File: src/rtl/spi_pkg.sv
// Shared types and default sizes for the SPI serial-clock generator.
package spi_pkg;

  // Two-state controller: waiting for a request, or producing SCK.
  typedef enum logic {
    IDLE = 1'b0,
    RUN  = 1'b1
  } state_e;

  localparam int DEF_DIV_WIDTH = 16;
  localparam int DEF_CNT_WIDTH = 6;

  // Half-period substituted when a zero divisor is requested.
  localparam logic [DEF_DIV_WIDTH-1:0] DEF_HALF = 16'd7;

endpackage

File: src/rtl/spi_sclk_gen_half_counter.sv
// Half-period counter: counts clock_in cycles within one SCK half-period and
// raises a combinational tick on the last cycle of each half-period.
module sclk_half_counter
  import spi_pkg::*;
#(
  parameter int DIV_WIDTH = DEF_DIV_WIDTH
) (
  input  logic                 clk_i,
  input  logic                 rst_i,
  input  logic                 clear_i,
  input  logic                 en_i,
  input  logic [DIV_WIDTH-1:0] half_i,
  output logic                 tick_o
);

  logic [DIV_WIDTH-1:0] hc_q;
  logic [DIV_WIDTH-1:0] hc_d;

  // half_i is never zero here, so half_i-1 cannot underflow.
  assign tick_o = en_i && (hc_q == (half_i - DIV_WIDTH'(1)));

  // Next count: wraps to zero on the terminal tick, held at zero when cleared.
  always_comb begin
    hc_d = hc_q;
    if (clear_i) begin
      hc_d = '0;
    end else if (en_i) begin
      if (tick_o) begin
        hc_d = '0;
      end else begin
        hc_d = hc_q + DIV_WIDTH'(1);
      end
    end
  end

  // Count register.
  always_ff @(posedge clk_i) begin
    if (rst_i) begin
      hc_q <= '0;
    end else begin
      hc_q <= hc_d;
    end
  end

endmodule

File: src/rtl/spi_sclk_gen.sv
// Programmable SPI serial-clock generator. Emits a burst of N SCK cycles (or a
// free-running SCK) with selectable idle polarity, plus single-cycle strobes
// aligned with the leading and trailing SCK transitions so SPI shift registers
// can run entirely in the clock_in domain.
module spi_sclk_gen
  import spi_pkg::*;
#(
  parameter int                   DIV_WIDTH    = DEF_DIV_WIDTH,
  parameter int                   CNT_WIDTH    = DEF_CNT_WIDTH,
  parameter logic [DIV_WIDTH-1:0] DEFAULT_HALF = DIV_WIDTH'(DEF_HALF)
) (
  input  logic                 clock_in,
  input  logic                 reset,
  input  logic                 start,
  input  logic                 free_run,
  input  logic                 abort,
  input  logic [DIV_WIDTH-1:0] div_half,
  input  logic [CNT_WIDTH-1:0] num_cycles,
  input  logic                 cpol,
  output logic                 sclk,
  output logic                 lead_edge,
  output logic                 trail_edge,
  output logic                 busy,
  output logic                 done
);

  state_e               state_q;
  state_e               state_d;

  // Configuration captured when a request is accepted.
  logic [DIV_WIDTH-1:0] half_q;
  logic [DIV_WIDTH-1:0] half_d;
  logic [CNT_WIDTH-1:0] ncyc_q;
  logic [CNT_WIDTH-1:0] ncyc_d;
  logic                 cpol_q;
  logic                 cpol_d;
  logic                 free_q;
  logic                 free_d;

  // Completed SCK cycles in the current burst.
  logic [CNT_WIDTH-1:0] cc_q;
  logic [CNT_WIDTH-1:0] cc_d;
  logic [CNT_WIDTH-1:0] cc_inc;

  // Registered outputs.
  logic                 sclk_q;
  logic                 sclk_d;
  logic                 lead_q;
  logic                 lead_d;
  logic                 trail_q;
  logic                 trail_d;
  logic                 busy_q;
  logic                 busy_d;
  logic                 done_q;
  logic                 done_d;

  logic                 tick;
  logic                 is_lead;
  logic                 is_trail;
  logic                 burst_end;
  logic                 zero_burst;

  // A zero divisor would stall the counter, so it maps to a safe default.
  function automatic logic [DIV_WIDTH-1:0] eff_half(input logic [DIV_WIDTH-1:0] d);
    return (d == '0) ? DEFAULT_HALF : d;
  endfunction

  sclk_half_counter #(
    .DIV_WIDTH (DIV_WIDTH)
  ) u_half_counter (
    .clk_i   (clock_in),
    .rst_i   (reset),
    .clear_i (state_q == IDLE),
    .en_i    (state_q == RUN),
    .half_i  (half_q),
    .tick_o  (tick)
  );

  // A toggle away from the idle level is a lead edge; back to idle is a trail.
  assign is_lead    = tick && (sclk_q == cpol_q);
  assign is_trail   = tick && (sclk_q != cpol_q);
  assign cc_inc     = cc_q + CNT_WIDTH'(1);
  assign burst_end  = is_trail && !free_q && (cc_inc == ncyc_q);
  assign zero_burst = !free_run && (num_cycles == '0);

  // State register plus all registered outputs and captured configuration.
  always_ff @(posedge clock_in) begin
    if (reset) begin
      state_q <= IDLE;
      half_q  <= '0;
      ncyc_q  <= '0;
      cpol_q  <= 1'b0;
      free_q  <= 1'b0;
      cc_q    <= '0;
      sclk_q  <= 1'b0;
      lead_q  <= 1'b0;
      trail_q <= 1'b0;
      busy_q  <= 1'b0;
      done_q  <= 1'b0;
    end else begin
      state_q <= state_d;
      half_q  <= half_d;
      ncyc_q  <= ncyc_d;
      cpol_q  <= cpol_d;
      free_q  <= free_d;
      cc_q    <= cc_d;
      sclk_q  <= sclk_d;
      lead_q  <= lead_d;
      trail_q <= trail_d;
      busy_q  <= busy_d;
      done_q  <= done_d;
    end
  end

  // Next-state: leave IDLE on a non-empty request; abort takes precedence over
  // the final trail edge when returning to IDLE.
  always_comb begin
    state_d = state_q;
    case (state_q)
      IDLE: begin
        if (start && !zero_burst) begin
          state_d = RUN;
        end
      end
      RUN: begin
        if (abort || burst_end) begin
          state_d = IDLE;
        end
      end
      default: state_d = IDLE;
    endcase
  end

  // Output and datapath next values for each state.
  always_comb begin
    sclk_d  = sclk_q;
    lead_d  = 1'b0;
    trail_d = 1'b0;
    busy_d  = busy_q;
    done_d  = 1'b0;
    cc_d    = cc_q;
    half_d  = half_q;
    ncyc_d  = ncyc_q;
    cpol_d  = cpol_q;
    free_d  = free_q;
    case (state_q)
      IDLE: begin
        // SCK follows the requested polarity while idle.
        sclk_d = cpol;
        busy_d = 1'b0;
        if (start) begin
          half_d = eff_half(div_half);
          ncyc_d = num_cycles;
          cpol_d = cpol;
          free_d = free_run;
          cc_d   = '0;
          if (zero_burst) begin
            done_d = 1'b1;
          end else begin
            busy_d = 1'b1;
          end
        end
      end
      RUN: begin
        if (abort) begin
          // Snap back to idle level silently; an interrupted burst never
          // reports completion.
          sclk_d = cpol_q;
          busy_d = 1'b0;
        end else if (tick) begin
          sclk_d  = ~sclk_q;
          lead_d  = is_lead;
          trail_d = is_trail;
          if (is_trail && !free_q) begin
            cc_d = cc_inc;
          end
          if (burst_end) begin
            busy_d = 1'b0;
            done_d = 1'b1;
          end
        end
      end
      default: begin
        busy_d = 1'b0;
      end
    endcase
  end

  assign sclk       = sclk_q;
  assign lead_edge  = lead_q;
  assign trail_edge = trail_q;
  assign busy       = busy_q;
  assign done       = done_q;

endmodule
File: config.mk
export PLATFORM = sky130hd
export DESIGN_NAME = spi_sclk_gen
export DESIGN_NICKNAME = d
export VERILOG_FILES = /design/src/rtl/spi_pkg.sv /design/src/rtl/spi_sclk_gen_half_counter.sv /design/src/rtl/spi_sclk_gen.sv
export SDC_FILE = /design/constraint.sdc
export NUM_CORES = 1
export LEC_CHECK = 0
export ABC_AREA = 1
export CAP_MARGIN = 0
export CORE_MARGIN = 2
export CORE_UTILIZATION = 55
export DETAILED_ROUTE_END_ITERATION = 8
export PLACE_DENSITY_LB_ADDON = 0.2
export SYNTH_ARGS = -nofsm -noshare
export SYNTH_HDL_FRONTEND = slang
export SYNTH_SLANG_ARGS = --single-unit
File: constraint.sdc
create_clock -name clock_in -period 3.7 [get_ports clock_in]
set_input_delay 0.74 -clock clock_in [delete_from_list [all_inputs] [get_ports clock_in]]
set_output_delay 0.74 -clock clock_in [all_outputs]
set_load 0.02 [all_outputs]
==> results.toml <==
[cells_and_area]
layout.nets = 469
final_cell_mix = "97 x nand2_1, 63 x nor2_1, 52 x dfxtp_1"
area_growth_pct = 16.51
drive_above_1_share_pct = 7.289
layout_commonest_cell = "nand2_1"
diodes = 0
postLayoutCoreUtil_pct = 65.86

[cts]
numClockSinks = 52
h-tree-depth = 2
cts_root_buffer = "clkbuf_8"
cts_setup_buffers = 0
clk_latency_ns = 0.31
cts_buffers = 5
clkTransAtPathRegs_ns = 0.11
post_cts_resized = 0
cts_tree = "done"
cts_hold_buf = 0
clockBufferDepth = 2

[sta]
fin_tns_setup_ns = 0
skew_ns = 0.01378
rsz0062_at_grt = "false"
setup_violations = 0
hold_violations = 0
finalCritPeriodShare_pct = 62.47
drv_slew = 0
relSlewSlack_pct = 56.62
hold-worst-slack_ns = 0.4884
tightest_slew_ns = 0.6464
fmax_mhz = 432.6
min_period_ns = 2.311
worst_slack_ns = 1.389

[placement]
place.gp.congestion = 0.8845
io_buffers = 32
post-place-ws_ns = 1.271
hpwl_mm = 4.667

[power_and_ir_drop]
p_clk_share_pct = 27.5
max-vdd-ir-drop_uv = 277.6
cellPowerDensity_nw_per_um2 = 364.8
p_sw_w = 0.0003777
p_leak_nw = 1.313
seqPwrFrac_pct = 50.8
p_comb_share_pct = 21.7
p_int_w = 0.0008338
p_total_w = 0.001211
switching_share_pct = 31.18

[floorplan]
placement_rows = 26
start_util_pct = 56.53
die_width_um = 75.99
fp.dieH_um = 75.99
die-area_um2 = 5774
pin_count = 33
placeableCoreArea_um2 = 5042

[critical_path]
reg2reg_from = "state_q$_SDFF_PP0_"
worst-path-buf-inv = 2
r2r_slack_ns = 1.39
endpoint_kind = "flip-flop"
start_kind = "flip-flop"
crit_family = "buffers and inverters"
reg2reg_depth = 5
critPathKind = "reg -> reg"
critPathRequiredTime_ns = 3.90
cp_slowest_cell = "dfxtp_1"
max_stage_delay_ns = 0.55
arrival_ns = 2.51
crit_end = "ncyc_q[0]$_SDFFE_PP0P_"
cp_num_cells = 5
path_max_fanout = 19
timing.rr.end = "ncyc_q[0]$_SDFFE_PP0P_"
path_cells = "clkinv_1 -> nand2_1 -> clkinv_1 -> nor2_1 -> nor2_1"
crit_path_start = "state_q$_SDFF_PP0_"

[logic_synthesis]
yosysTopAreaCellShare_pct = 36.52
ys_ff_latch = 52
synth_top_cell_by_area = "dfxtp_1"
synth_area_um2 = 2850
syn_nets = 437
synth_ff_type = "dfxtp_1"
synth_edf_count = 0
async_reset_ff_share_pct = 0
ys_types = 34
synth_area_leaders = "dfxtp_1 37%, nand2_1 13%, nor2_1 8.3%"
ys_warn_count = 0
synth_cells = 406
seq_area_frac_synth_pct = 36.52
synth.avg_cell_area_um2 = 7.020

[routing]
wire_per_inst_um = 12.09
dr.pass1.iters = 4
drc = 0
wl_mm = 6.153
vias_per_cell = 5.155
drtIter0Drc = 126
ant_nets = 0
vias = 2624

[grt]
overflow = 0
grtUsageTotal_pct = 22.50
grt_antenna_before_repair = 0
grt_pass1_wl_mm = 10.91
grt_max_degree = 23
grt_pass1_vias = 2445

[run]
cap_violations = 0

[status]
status = "finished, final reports clean"

[worst_hold_path]
hp-class = "reg -> reg"
layer usage:
| layer | track usage (%) | vias to the layer above | part of all wire (%) |
|---|---|---|---|
| met5 | 0 | - | 0 |
| met3 | 4.147 | 5 | 5.2 |
| met2 | 35.80 | 55 | 45 |
| met4 | 4.545 | 0 | 0.86 |
| li1 | - | 1361 | - |
| met1 | 32.25 | 1203 | 49 |
layout make-up:
| class | instances | area, µm² |
|---|---|---|
| inverters | 38 | 142.6 |
| clock inverters | 3 | 21.27 |
| flip-flops and latches | 52 | 1041 |
| multi-input cells | 307 | 1624 |
| fillers | 474 | 1722 |
| repair buffers | 34 | 335.3 |
| clock buffers | 5 | 68.82 |
| well taps | 70 | 87.58 |
worst reg2reg max path: cells and delay by family, from the launching register on:
family                 cells  cell delay [ns]
buffers and inverters      2             0.89
AND/OR/NAND/NOR            3             0.76
flip-flops                 1             0.55
how the worst min path moves through the flow:
stage	start	end	slack, ns	cells after the start
3_3_place_gp	u_half_counter.hc_q[0]$_SDFF_PP0_	u_half_counter.hc_q[0]$_SDFF_PP0_	0.46	1
2_1_floorplan	u_half_counter.hc_q[0]$_SDFF_PP0_	u_half_counter.hc_q[0]$_SDFF_PP0_	0.44	1
5_1_grt	busy$_SDFFE_PP0P_	busy$_SDFFE_PP0P_	0.52	2
3_5_place_dp	u_half_counter.hc_q[0]$_SDFF_PP0_	u_half_counter.hc_q[0]$_SDFF_PP0_	0.47	1
4_1_cts	u_half_counter.hc_q[0]$_SDFF_PP0_	u_half_counter.hc_q[0]$_SDFF_PP0_	0.49	1
6_report	u_half_counter.hc_q[0]$_SDFF_PP0_	u_half_counter.hc_q[0]$_SDFF_PP0_	0.49	1
through the flow:
step | std cells | area (µm²)
floorplan | 406 | 2850
global placement | 501 | 3231
detailed placement | 501 | 3231
CTS | 509 | 3321
global route | 509 | 3321
finish | 509 | 3321
kinds of logic after synthesis:
group                      after synthesis  share of synthesized area (%)
buffers and inverters                   47                          6.497
and+or+nand+nor                        228                          36.92
DFF                                     52                          36.52
AOI/OAI and AO/OA                       42                          8.297
xor gates and xnor gates                34                          10.45
adders and majority gates                3                          1.317
flip-flops by register name, indices dropped and copies added (netlist names):
| register | flops |
|---|---|
| cc_q | 6 |
| half_q | 16 |
| state_q | 1 |
| lead_edge | 1 |
| cpol_q | 1 |
| free_q | 1 |
| done | 1 |
| ncyc_q | 6 |
| trail_edge | 1 |
| busy | 1 |
| sclk | 1 |
| u_half_counter.hc_q | 16 |
synth_stat cells (4+ instances only):
cell type  number
dfxtp_1        52
nor3b_1         5
nor2_1         63
nand3b_1        4
or2_2           4
a21oi_1        22
xnor2_1        18
xor2_1         16
nor4_1          6
nor3_1          4
clkbuf_1        6
nand3_2         4
nand3_1        20
nand2_1        97
inv_1          35
o21ai_0        10
nor2_2          5
nand4_1         6
power by group through the flow:
stage / logic [W] / registers, W / clock network [W]
2_1_floorplan: 0.000186 / 0.000624 / 0
3_3_place_gp: 0.000252 / 0.000628 / 0
4_1_cts: 0.000262 / 0.000616 / 0.000338
3_5_place_dp: 0.000261 / 0.000628 / 0
6_report: 0.000262 / 0.000616 / 0.000333
5_1_grt: 0.000298 / 0.000620 / 0.000362
No activity file was read; power rests on OpenSTA's default activity.
